===== config.mk =====
export PLATFORM = sky130hd
export DESIGN_NAME = axi_interconnect_crossbar_arbit_ctrl
export DESIGN_NICKNAME = d
export VERILOG_FILES = /design/src/rtl/axi_interconnect_crossbar_arbit_ctrl_pkg.sv /design/src/rtl/axi_interconnect_crossbar_arbit_polling.sv /design/src/rtl/axi_interconnect_crossbar_arbit_ctrl.sv
export SDC_FILE = /design/constraint.sdc
export NUM_CORES = 1
export LEC_CHECK = 0
export BUFFER_PORTS_ARGS = -buffer_cell sky130_fd_sc_hd__buf_2
export CAP_MARGIN = 20
export CORE_MARGIN = 2
export CORE_UTILIZATION = 29
export CTS_CLUSTER_DIAMETER = 40
export DETAILED_ROUTE_END_ITERATION = 12
export PLACE_DENSITY = 0.47
export SETUP_SLACK_MARGIN = 0.02
export SLEW_MARGIN = 20
export SYNTH_ARGS = -nofsm -noshare
export SYNTH_HDL_FRONTEND = slang
export SYNTH_SLANG_ARGS = --single-unit

===== constraint.sdc =====
create_clock -name clk -period 6.85 [get_ports clk]
set_input_delay 1.0275 -clock clk [delete_from_list [all_inputs] [get_ports clk]]
set_output_delay 1.0275 -clock clk [all_outputs]
set_load 0.02 [all_outputs]

===== src/rtl/axi_interconnect_crossbar_arbit_ctrl_pkg.sv =====
// Shared types and helpers for the per-slave write-path grant controller.
// State encoding is fixed: IDLE=0, ADDR=1, DATA=2, RESP=3.
package axi_interconnect_crossbar_arbit_ctrl_pkg;

  typedef enum logic [1:0] {
    ST_IDLE = 2'd0,
    ST_ADDR = 2'd1,
    ST_DATA = 2'd2,
    ST_RESP = 2'd3
  } arb_state_e;

  localparam int unsigned NUM_DEFAULT = 4;

  // Bits needed to hold 'value' (minimum 1), used for master-index widths.
  function automatic int unsigned log2_w(input int unsigned value);
    int unsigned w;
    w = 1;
    for (int unsigned i = 1; i < 32; i++) begin
      if ((value >> i) != 0) w = i + 1;
    end
    return w;
  endfunction

endpackage


===== src/rtl/axi_interconnect_crossbar_arbit_polling.sv =====
// Combinational round-robin pick: first requesting master after last_user,
// wrapping at NUM. last_user must be all-ones when the last served was NUM-1.
module axi_interconnect_crossbar_arbit_polling
  import axi_interconnect_crossbar_arbit_ctrl_pkg::*;
#(
  parameter int unsigned NUM   = NUM_DEFAULT,
  parameter int unsigned WIDTH = log2_w(NUM - 1)
) (
  input  logic [NUM-1:0]   user_req,
  input  logic [WIDTH-1:0] last_user,
  output logic [WIDTH-1:0] current_user
);

  localparam int N = int'(NUM);

  logic [WIDTH-1:0] base;
  int               best_dist;

  // Search base wraps in WIDTH bits, so an all-ones last_user starts at 0.
  always_comb begin
    base         = last_user + WIDTH'(1);
    current_user = '0;
    best_dist    = N;
    for (int i = 0; i < N; i++) begin
      if (user_req[i] &&
          (((i >= int'(base)) ? (i - int'(base)) : (i - int'(base) + N)) < best_dist)) begin
        best_dist    = (i >= int'(base)) ? (i - int'(base)) : (i - int'(base) + N);
        current_user = WIDTH'(i);
      end
    end
  end

endmodule


===== src/rtl/axi_interconnect_crossbar_arbit_ctrl.sv =====
// Per-slave write-path grant controller: holds a round-robin grant across AW, W
// and (with AXI_INTERCONNECT_ARBIT_BRESP_HOLD_EN defined) B, emitting routing enables.
module axi_interconnect_crossbar_arbit_ctrl
  import axi_interconnect_crossbar_arbit_ctrl_pkg::*;
#(
  parameter int unsigned NUM   = NUM_DEFAULT,
  parameter int unsigned WIDTH = log2_w(NUM - 1)
) (
  input  logic             clk,
  input  logic             rst_n,
  input  logic [NUM-1:0]   user_req,
  input  logic             aw_hs,
  input  logic             w_last_hs,
  input  logic             b_hs,
  output logic             grant_valid,
  output logic [NUM-1:0]   grant_onehot,
  output logic [WIDTH-1:0] grant_id,
  output logic             aw_en,
  output logic             w_en,
  output logic             b_en
);

  localparam logic [WIDTH-1:0] LAST_IDX = WIDTH'(NUM - 1);

  arb_state_e       state;
  arb_state_e       state_nxt;
  logic             take;
  logic             rel;
  logic [WIDTH-1:0] last_user;
  logic [WIDTH-1:0] last_user_nxt;
  logic [WIDTH-1:0] arb_last;
  logic [WIDTH-1:0] current_user;
  logic             grant_valid_nxt;
  logic [WIDTH-1:0] grant_id_nxt;
  logic [NUM-1:0]   grant_onehot_nxt;
  logic             aw_en_nxt;
  logic             w_en_nxt;

  // Top index is presented as all-ones so the arbiter's +1 lands on 0.
  assign arb_last = (last_user == LAST_IDX) ? '1 : last_user;

  axi_interconnect_crossbar_arbit_polling #(
    .NUM   (NUM),
    .WIDTH (WIDTH)
  ) u_polling (
    .user_req     (user_req),
    .last_user    (arb_last),
    .current_user (current_user)
  );

`ifdef AXI_INTERCONNECT_ARBIT_BRESP_HOLD_EN
  logic b_en_nxt;
`else
  logic unused_b_hs;
  assign unused_b_hs = b_hs;
  assign b_en        = 1'b0;
`endif

  // State and registered outputs.
  always_ff @(posedge clk) begin
    if (!rst_n) begin
      state        <= ST_IDLE;
      last_user    <= LAST_IDX;
      grant_valid  <= 1'b0;
      grant_id     <= '0;
      grant_onehot <= '0;
      aw_en        <= 1'b0;
      w_en         <= 1'b0;
`ifdef AXI_INTERCONNECT_ARBIT_BRESP_HOLD_EN
      b_en         <= 1'b0;
`endif
    end else begin
      state        <= state_nxt;
      last_user    <= last_user_nxt;
      grant_valid  <= grant_valid_nxt;
      grant_id     <= grant_id_nxt;
      grant_onehot <= grant_onehot_nxt;
      aw_en        <= aw_en_nxt;
      w_en         <= w_en_nxt;
`ifdef AXI_INTERCONNECT_ARBIT_BRESP_HOLD_EN
      b_en         <= b_en_nxt;
`endif
    end
  end

  // Transaction sequencing; strobes outside their own state are ignored.
  always_comb begin
    state_nxt = state;
    take      = 1'b0;
    rel       = 1'b0;
    case (state)
      ST_IDLE: begin
        if (|user_req) begin
          take      = 1'b1;
          state_nxt = ST_ADDR;
        end
      end
      ST_ADDR: begin
        if (aw_hs) state_nxt = ST_DATA;
      end
      ST_DATA: begin
        if (w_last_hs) begin
`ifdef AXI_INTERCONNECT_ARBIT_BRESP_HOLD_EN
          state_nxt = ST_RESP;
`else
          rel       = 1'b1;
          state_nxt = ST_IDLE;
`endif
        end
      end
`ifdef AXI_INTERCONNECT_ARBIT_BRESP_HOLD_EN
      ST_RESP: begin
        if (b_hs) begin
          rel       = 1'b1;
          state_nxt = ST_IDLE;
        end
      end
`endif
      default: state_nxt = ST_IDLE;
    endcase
  end

  // Grant capture/release and per-channel enables for the coming cycle.
  always_comb begin
    grant_valid_nxt  = grant_valid;
    grant_id_nxt     = grant_id;
    grant_onehot_nxt = grant_onehot;
    last_user_nxt    = last_user;
    if (take) begin
      grant_valid_nxt  = 1'b1;
      grant_id_nxt     = current_user;
      grant_onehot_nxt = NUM'(1) << current_user;
    end
    if (rel) begin
      grant_valid_nxt  = 1'b0;
      grant_id_nxt     = '0;
      grant_onehot_nxt = '0;
      last_user_nxt    = grant_id;
    end
    aw_en_nxt = (state_nxt == ST_ADDR);
    w_en_nxt  = (state_nxt == ST_DATA);
`ifdef AXI_INTERCONNECT_ARBIT_BRESP_HOLD_EN
    b_en_nxt  = (state_nxt == ST_RESP);
`endif
  end

endmodule


# Word level (Yosys, flattened, before mapping)
# Cells that the tools add are included.
dict set report word_totals {
  latch_bits 0
  input_bits 9
  rom_bits 0
  mem_count 0
  mem_bits_rw 0
  register_bits 13
  out_inout_bits 10
}
dict set report op_classes {
  n_eq_ne 5
  div 0
  reduce_logical 7
  multipliers 0
  muxes 18
  n_lt_le_gt_ge 7
  add_sub_neg 8
  shift 1
  bitwise_logic 1
}
# cell count
set ops {}
lappend ops {{two-way mux 32 bit} 6}
lappend ops {{adder 32 x 4 -> 32 bit, second input constant} 3}
lappend ops {{less-than comparator 32 bit} 3}
lappend ops {{less-than comparator 32 x 4 -> 1 bit, second input constant} 1}
lappend ops {{two-way mux 2 bit} 6}
lappend ops {{== test 2 bit, second input constant} 3}
lappend ops {{one-hot mux 2 bit (3 select lines)} 1}
lappend ops {{subtractor 1 x 2 -> 3 bit, first input constant} 2}
lappend ops {{subtractor 2 x 2 -> 3 bit, first input constant} 2}
lappend ops {{two-way mux 1 bit} 5}
lappend ops {{== test 2 x 1 -> 1 bit, second input constant} 2}
lappend ops {{>= comparator 1 x 2 -> 1 bit, first input constant} 2}
lappend ops {{logical AND 1 bit} 4}
lappend ops {{OR reduction 4 bit} 1}
lappend ops {{<< shifter 1 x 2 -> 4 bit, first input constant} 1}
lappend ops {{adder 2 x 1 -> 2 bit, second input constant} 1}
lappend ops {{>= comparator 2 bit, first input constant} 1}
lappend ops {{zero test 2 bit} 1}
lappend ops {{OR reduction 2 bit} 1}
lappend ops {{inverter 1 bit} 1}

# Depth between registers and ports, before layout
dict set report depth {
  depth_word 19
  ltp_mapped 20
  mapped_depth_nobuf 20
}

# Modules after synthesis
# From an unflattened synthesis, not the netlist that was laid out.
dict set report hier_totals {
  hier_cells 112
  hier_area_um2 924.6
}
# module n_inst cells_per_inst area_each_um2
set modules_own_cells {}
lappend modules_own_cells {axi_interconnect_crossbar_arbit_ctrl 1 57 513.0}
lappend modules_own_cells {axi_interconnect_crossbar_arbit_polling 1 55 411.6}

# Least setup slack after synthesis
# Ideal clock, no wire load.
dict set report synth_path {
  path_type {reg2reg}
  startpoint {register last_user[0]}
  endpoint {register grant_onehot[0]}
  arrival_time_ns 4.012
  path_stages_with_launch 21
  period_less_slack_ns 4.130
  setup_time_ns 0.118
  slack_ns 2.720
  cell_sequence {dfxtp_1 inv_1 ha_1 and2_1 ha_1 nor2b_1 a21boi_0 mux2i_1 ha_1 nor3b_1 nor4_4 a22o_4 nor2_1 a21oi_1 ha_1 o21a_1 nor2_1 o221ai_2 nor2_1 nor3_2 o2111a_1}
}
dict set report synth_between {
  elab_chain_cells 19
}
# item line
set synth_lines {}
lappend synth_lines {{start, declared} axi_interconnect_crossbar_arbit_ctrl.sv:29} ;# logic [WIDTH-1:0] last_user;
lappend synth_lines {{start signal, assigned} axi_interconnect_crossbar_arbit_ctrl.sv:74} ;# last_user <= last_user_nxt;
lappend synth_lines {{== test 2 bit} axi_interconnect_crossbar_arbit_ctrl.sv:40} ;# assign arb_last = (last_user == LAST_IDX) ? '1 : last_user;
lappend synth_lines {{two-way mux 2 bit (*)} axi_interconnect_crossbar_arbit_ctrl.sv:40}
lappend synth_lines {{adder 2 x 1 -> 2 bit (*)} axi_interconnect_crossbar_arbit_polling.sv:21} ;# base = last_user + WIDTH'(1);
lappend synth_lines {{subtractor 1 x 2 -> 3 bit} {axi_interconnect_crossbar_arbit_polling.sv:26, axi_interconnect_crossbar_arbit_polling.sv:27}}
lappend synth_lines {{adder 32 x 4 -> 32 bit} {axi_interconnect_crossbar_arbit_polling.sv:26, axi_interconnect_crossbar_arbit_polling.sv:27}}
lappend synth_lines {{two-way mux 32 bit} {axi_interconnect_crossbar_arbit_polling.sv:26, axi_interconnect_crossbar_arbit_polling.sv:27}}
lappend synth_lines {{less-than comparator 32 x 4 -> 1 bit} axi_interconnect_crossbar_arbit_polling.sv:26} ;# (((i >= int'(base)) ? (i - int'(base)) : (i - int'(base) + N)) < best_dist)) begin
lappend synth_lines {{logical AND 1 bit} axi_interconnect_crossbar_arbit_polling.sv:25} ;# if (user_req[i] &&
lappend synth_lines {{[... 3 more ...]} -}
lappend synth_lines {{two-way mux 32 bit} axi_interconnect_crossbar_arbit_polling.sv:25}
lappend synth_lines {{less-than comparator 32 bit} axi_interconnect_crossbar_arbit_polling.sv:26}
lappend synth_lines {{logical AND 1 bit} axi_interconnect_crossbar_arbit_polling.sv:25}
lappend synth_lines {{two-way mux 32 bit} axi_interconnect_crossbar_arbit_polling.sv:25}
lappend synth_lines {{less-than comparator 32 bit} axi_interconnect_crossbar_arbit_polling.sv:26}
lappend synth_lines {{logical AND 1 bit} axi_interconnect_crossbar_arbit_polling.sv:25}
lappend synth_lines {{two-way mux 2 bit (*)} axi_interconnect_crossbar_arbit_polling.sv:25}
lappend synth_lines {{<< shifter 1 x 2 -> 4 bit (*)} axi_interconnect_crossbar_arbit_ctrl.sv:132} ;# grant_onehot_nxt = NUM'(1) << current_user;
lappend synth_lines {{end signal, assigned} axi_interconnect_crossbar_arbit_ctrl.sv:77} ;# grant_onehot <= grant_onehot_nxt;
lappend synth_lines {{end, declared} axi_interconnect_crossbar_arbit_ctrl.sv:16} ;# output logic [NUM-1:0] grant_onehot,
# Every way passes the cells marked *; elsewhere a longest branch is shown, timed or not.
# A chain may end at the register's enable or synchronous reset.

# Final worst setup path
# Ends and elaborated chain as after synthesis.

==> metrics <==
Yosys reg bits=13; crit share post-route=67.8%; busiest grt layer=met2; DR WL/cell=11.3 um; crit-path most repeated cell=ha_1; R2R depth=20; sequential element share of the synthesized area=between 20% and 30%; cell depth of the worst hold path=2; sequential cell area=around 260 um2; Clk pin slew, worst setup/hold paths=around 0.08 ns; Mapped Cells=110; Placeable Area=just over 3000 um2; via count=about 800; final WL=just under 2 mm; TNS Setup=0 ns; Buffers & Inverters on Critical Path=1; leakage=~0.45 nW; dpl hpwl=1.57 mm; hold endpoint=grant_onehot[3]; GPL Wtd Cong=0.757; Hold Crit Start=grant_onehot[3]; Synth Cell Area=slightly above 900 um2; grt ovf=0; initial antenna violation count=0; crit-path cells=inv_1 > ha_1 > and2_1 > ha_1 > nor2b_1 > a21boi_0 > mux2i_1 > ha_1 > nor3b_1 > nor4_4 > a22o_4 > nor2_1 > a21oi_1 > ha_1 > o21a_1 > nor2_1 > o221ai_2 > nor2_1 > nor3_2 > o2111a_1; RR Startpoint=last_user[0]; ys flop type=dfxtp_1; clk_skew=between 0.005 and 0.006 ns; layout cells sized above 1=a little over a fifth; met2 GRT Util=a little under a fifth; VDD IR-drop max=~78 uV; DIE AREA=between 3000 and 4000 um2; clock root buffer=clkbuf_4; final setup vio count=0; worst skew pair latency=0.27 ns; Routed Antenna Nets=0; TritonCTS clock tree=yes; met3 GRT Util=roughly 2.6%; Post-CTS Resized=0; FMAX=roughly 0.22 GHz; initial detailed-routing violation count=21; Num CTS Buffers=3; Chip Height=roughly 60 um; Synth async-reset ratio=0%; slowest stage delay, CP=0.46 ns; number of global-route vias before repair=755; starting density of the core=30.5%; Slew Limit Fails=0; CP max stage cell=dfxtp_1; vias per cell=around 4.7; cell depth of the worst setup path=20; crit-path leading delay family=simple AND/OR/NAND/NOR gates; Layout Utilization=35.5%; Avg Cell Area, Syn=8.38 um2; crit path DAT=approximately 4.8 ns; maxcap violations=0; area of the multi-input gates=~630 um2; final-layout fill cell count=between 300 and 400; Post-synth EDFFs=0; crit path launch=last_user[0]; grt met1 use=between 10% and 20%; Post-Syn Nets=128; # nets final=147; pin count of the biggest net entering global routing=10; Ys Warns=0; H-tree depth=1; final hold violations=0; Critical Setup Path Class=flip-flop to flip-flop; I/O Pins=19; PwrDens=roughly 170 nW/um2; RSZ-0062 raised after global routing=no; reg-to-reg slack, setup=between 2 and 2.5 ns; Antenna Diode Count=0; first-pass GRT wire length=3.27 mm; PortBufs=16; worst reg2reg path endpoint=grant_onehot[0]; clock buffer depth=2; worst hold path class=flip-flop to flip-flop; Final Critical Period=between 4 and 5 ns; hold_buf cts=0; Die Wd=about 60 um; CP max FO=7; Setup crit start kind=flip-flop; distinct cell type count after synthesis=40; Site Rows=20; Total GRT Usage=a little under an eighth; Synth-to-Final Area Change=16.4%; max_slew headroom=52.1%; required time of the worst setup path=roughly 7 ns; Slew @ Worst Pin=0.712 ns; status=finished clean; CP endpoint kind=flip-flop; DRC Markers=0; # clock sinks=13; First-pass DRT Iterations=4; total setup buffers inserted after CTS=0
-- worst max path at each step --
stage                      end  slack [ns]
3_3_place_gp   grant_onehot[0]        2.25
4_1_cts        grant_onehot[0]        2.16
5_1_grt        grant_onehot[2]        1.79
2_1_floorplan  grant_onehot[0]        2.72
6_report       grant_onehot[0]        2.21
3_5_place_dp   grant_onehot[0]        2.17
-- per-layer routing --
metal / routed length, um / vias to the layer above
met5: 0 / -
met1: 952 / 370
met2: 914 / 14
met4: 0 / 0
met3: 76 / 0
li1: - / 429
-- stage by stage --
stage	power [mW]	worst slack, ns	hold slack (ns)	instances	instance area (um2)
floorplan	0.123	2.72	0.530	110	922
global placement	0.138	2.25	0.442	168	1050
detailed placement	0.138	2.17	0.447	168	1050
CTS	0.187	2.16	0.461	172	1070
global route	0.197	1.79	0.509	172	1070
finish	0.183	2.21	0.464	172	1070
-- power breakdown --
part / switching (mW) / leakage (nW) / internal, mW
clock network: 0.0254 / 0.0177 / 0.0216
logic: 0.0302 / 0.321 / 0.0191
registers: 0.00435 / 0.107 / 0.0826
total: 0.0599 / 0.446 / 0.123
-- Yosys cell counts (2+ instances only) --
cell / count / share of area [%]
ha_1: 9 / 12
nand2b_1: 2 / 1.4
nand3b_1: 3 / 2.4
nand3_1: 3 / 1.6
o21ai_0: 5 / 2.7
nor2b_1: 2 / 1.4
o21a_1: 3 / 2.4
inv_1: 6 / 2.4
nor2_1: 11 / 4.5
dfxtp_1: 13 / 28
nand2_1: 14 / 5.7
nor3b_1: 2 / 1.6
a21oi_1: 6 / 3.3
and2_1: 5 / 3.4
-- state kept, by name (all words and copies together), names as in the netlist --
| signal | flops |
|---|---|
| aw_en | 1 |
| grant_valid | 1 |
| state | 2 |
| last_user | 2 |
| w_en | 1 |
| grant_id | 2 |
| grant_onehot | 4 |
-- area by class of cell --
type	instances	share of cell area, %
inverters	6	2.10
clock buffers	3	2.10
clock inverters	1	0.466
multi-input cells	89	58.5
flip-flops and latches	13	24.2
repair buffers	16	7.46
well taps	44	5.13
-- placed cells by master (no fill, tap or decap), types with 2 or more instances in the layout --
| cell | instances |
|---|---|
| buf_2 | 16 |
| nand2_1 | 14 |
| dfxtp_1 | 13 |
| nor2_1 | 11 |
| ha_1 | 9 |
| inv_1 | 6 |
| a21oi_1 | 6 |
| and2_1 | 5 |
| o21ai_0 | 5 |
| o21a_1 | 3 |
| nand3b_1 | 3 |
| nand3_1 | 3 |
| clkbuf_4 | 3 |
| nor2b_1 | 2 |
| nor3b_1 | 2 |
| nand2b_1 | 2 |
-- kinds of logic after synthesis --
logic type               share of synthesized area (%)
AO/OA/AOI/OAI                                     22.9
multiplexers                                      1.09
buffers and inverters                             3.66
other                                            0.407
AND/OR/NAND/NOR                                   30.5
adder cells (fa/ha/maj)                           12.2
XOR/XNOR                                         0.950
flip-flops                                        28.2
-- worst min-delay path: stages, from the launching register on --
cell     delay [ns]
dfxtp_1        0.32
nand2_1        0.05
a21oi_1        0.05
Power figures use the tool's default switching activity.
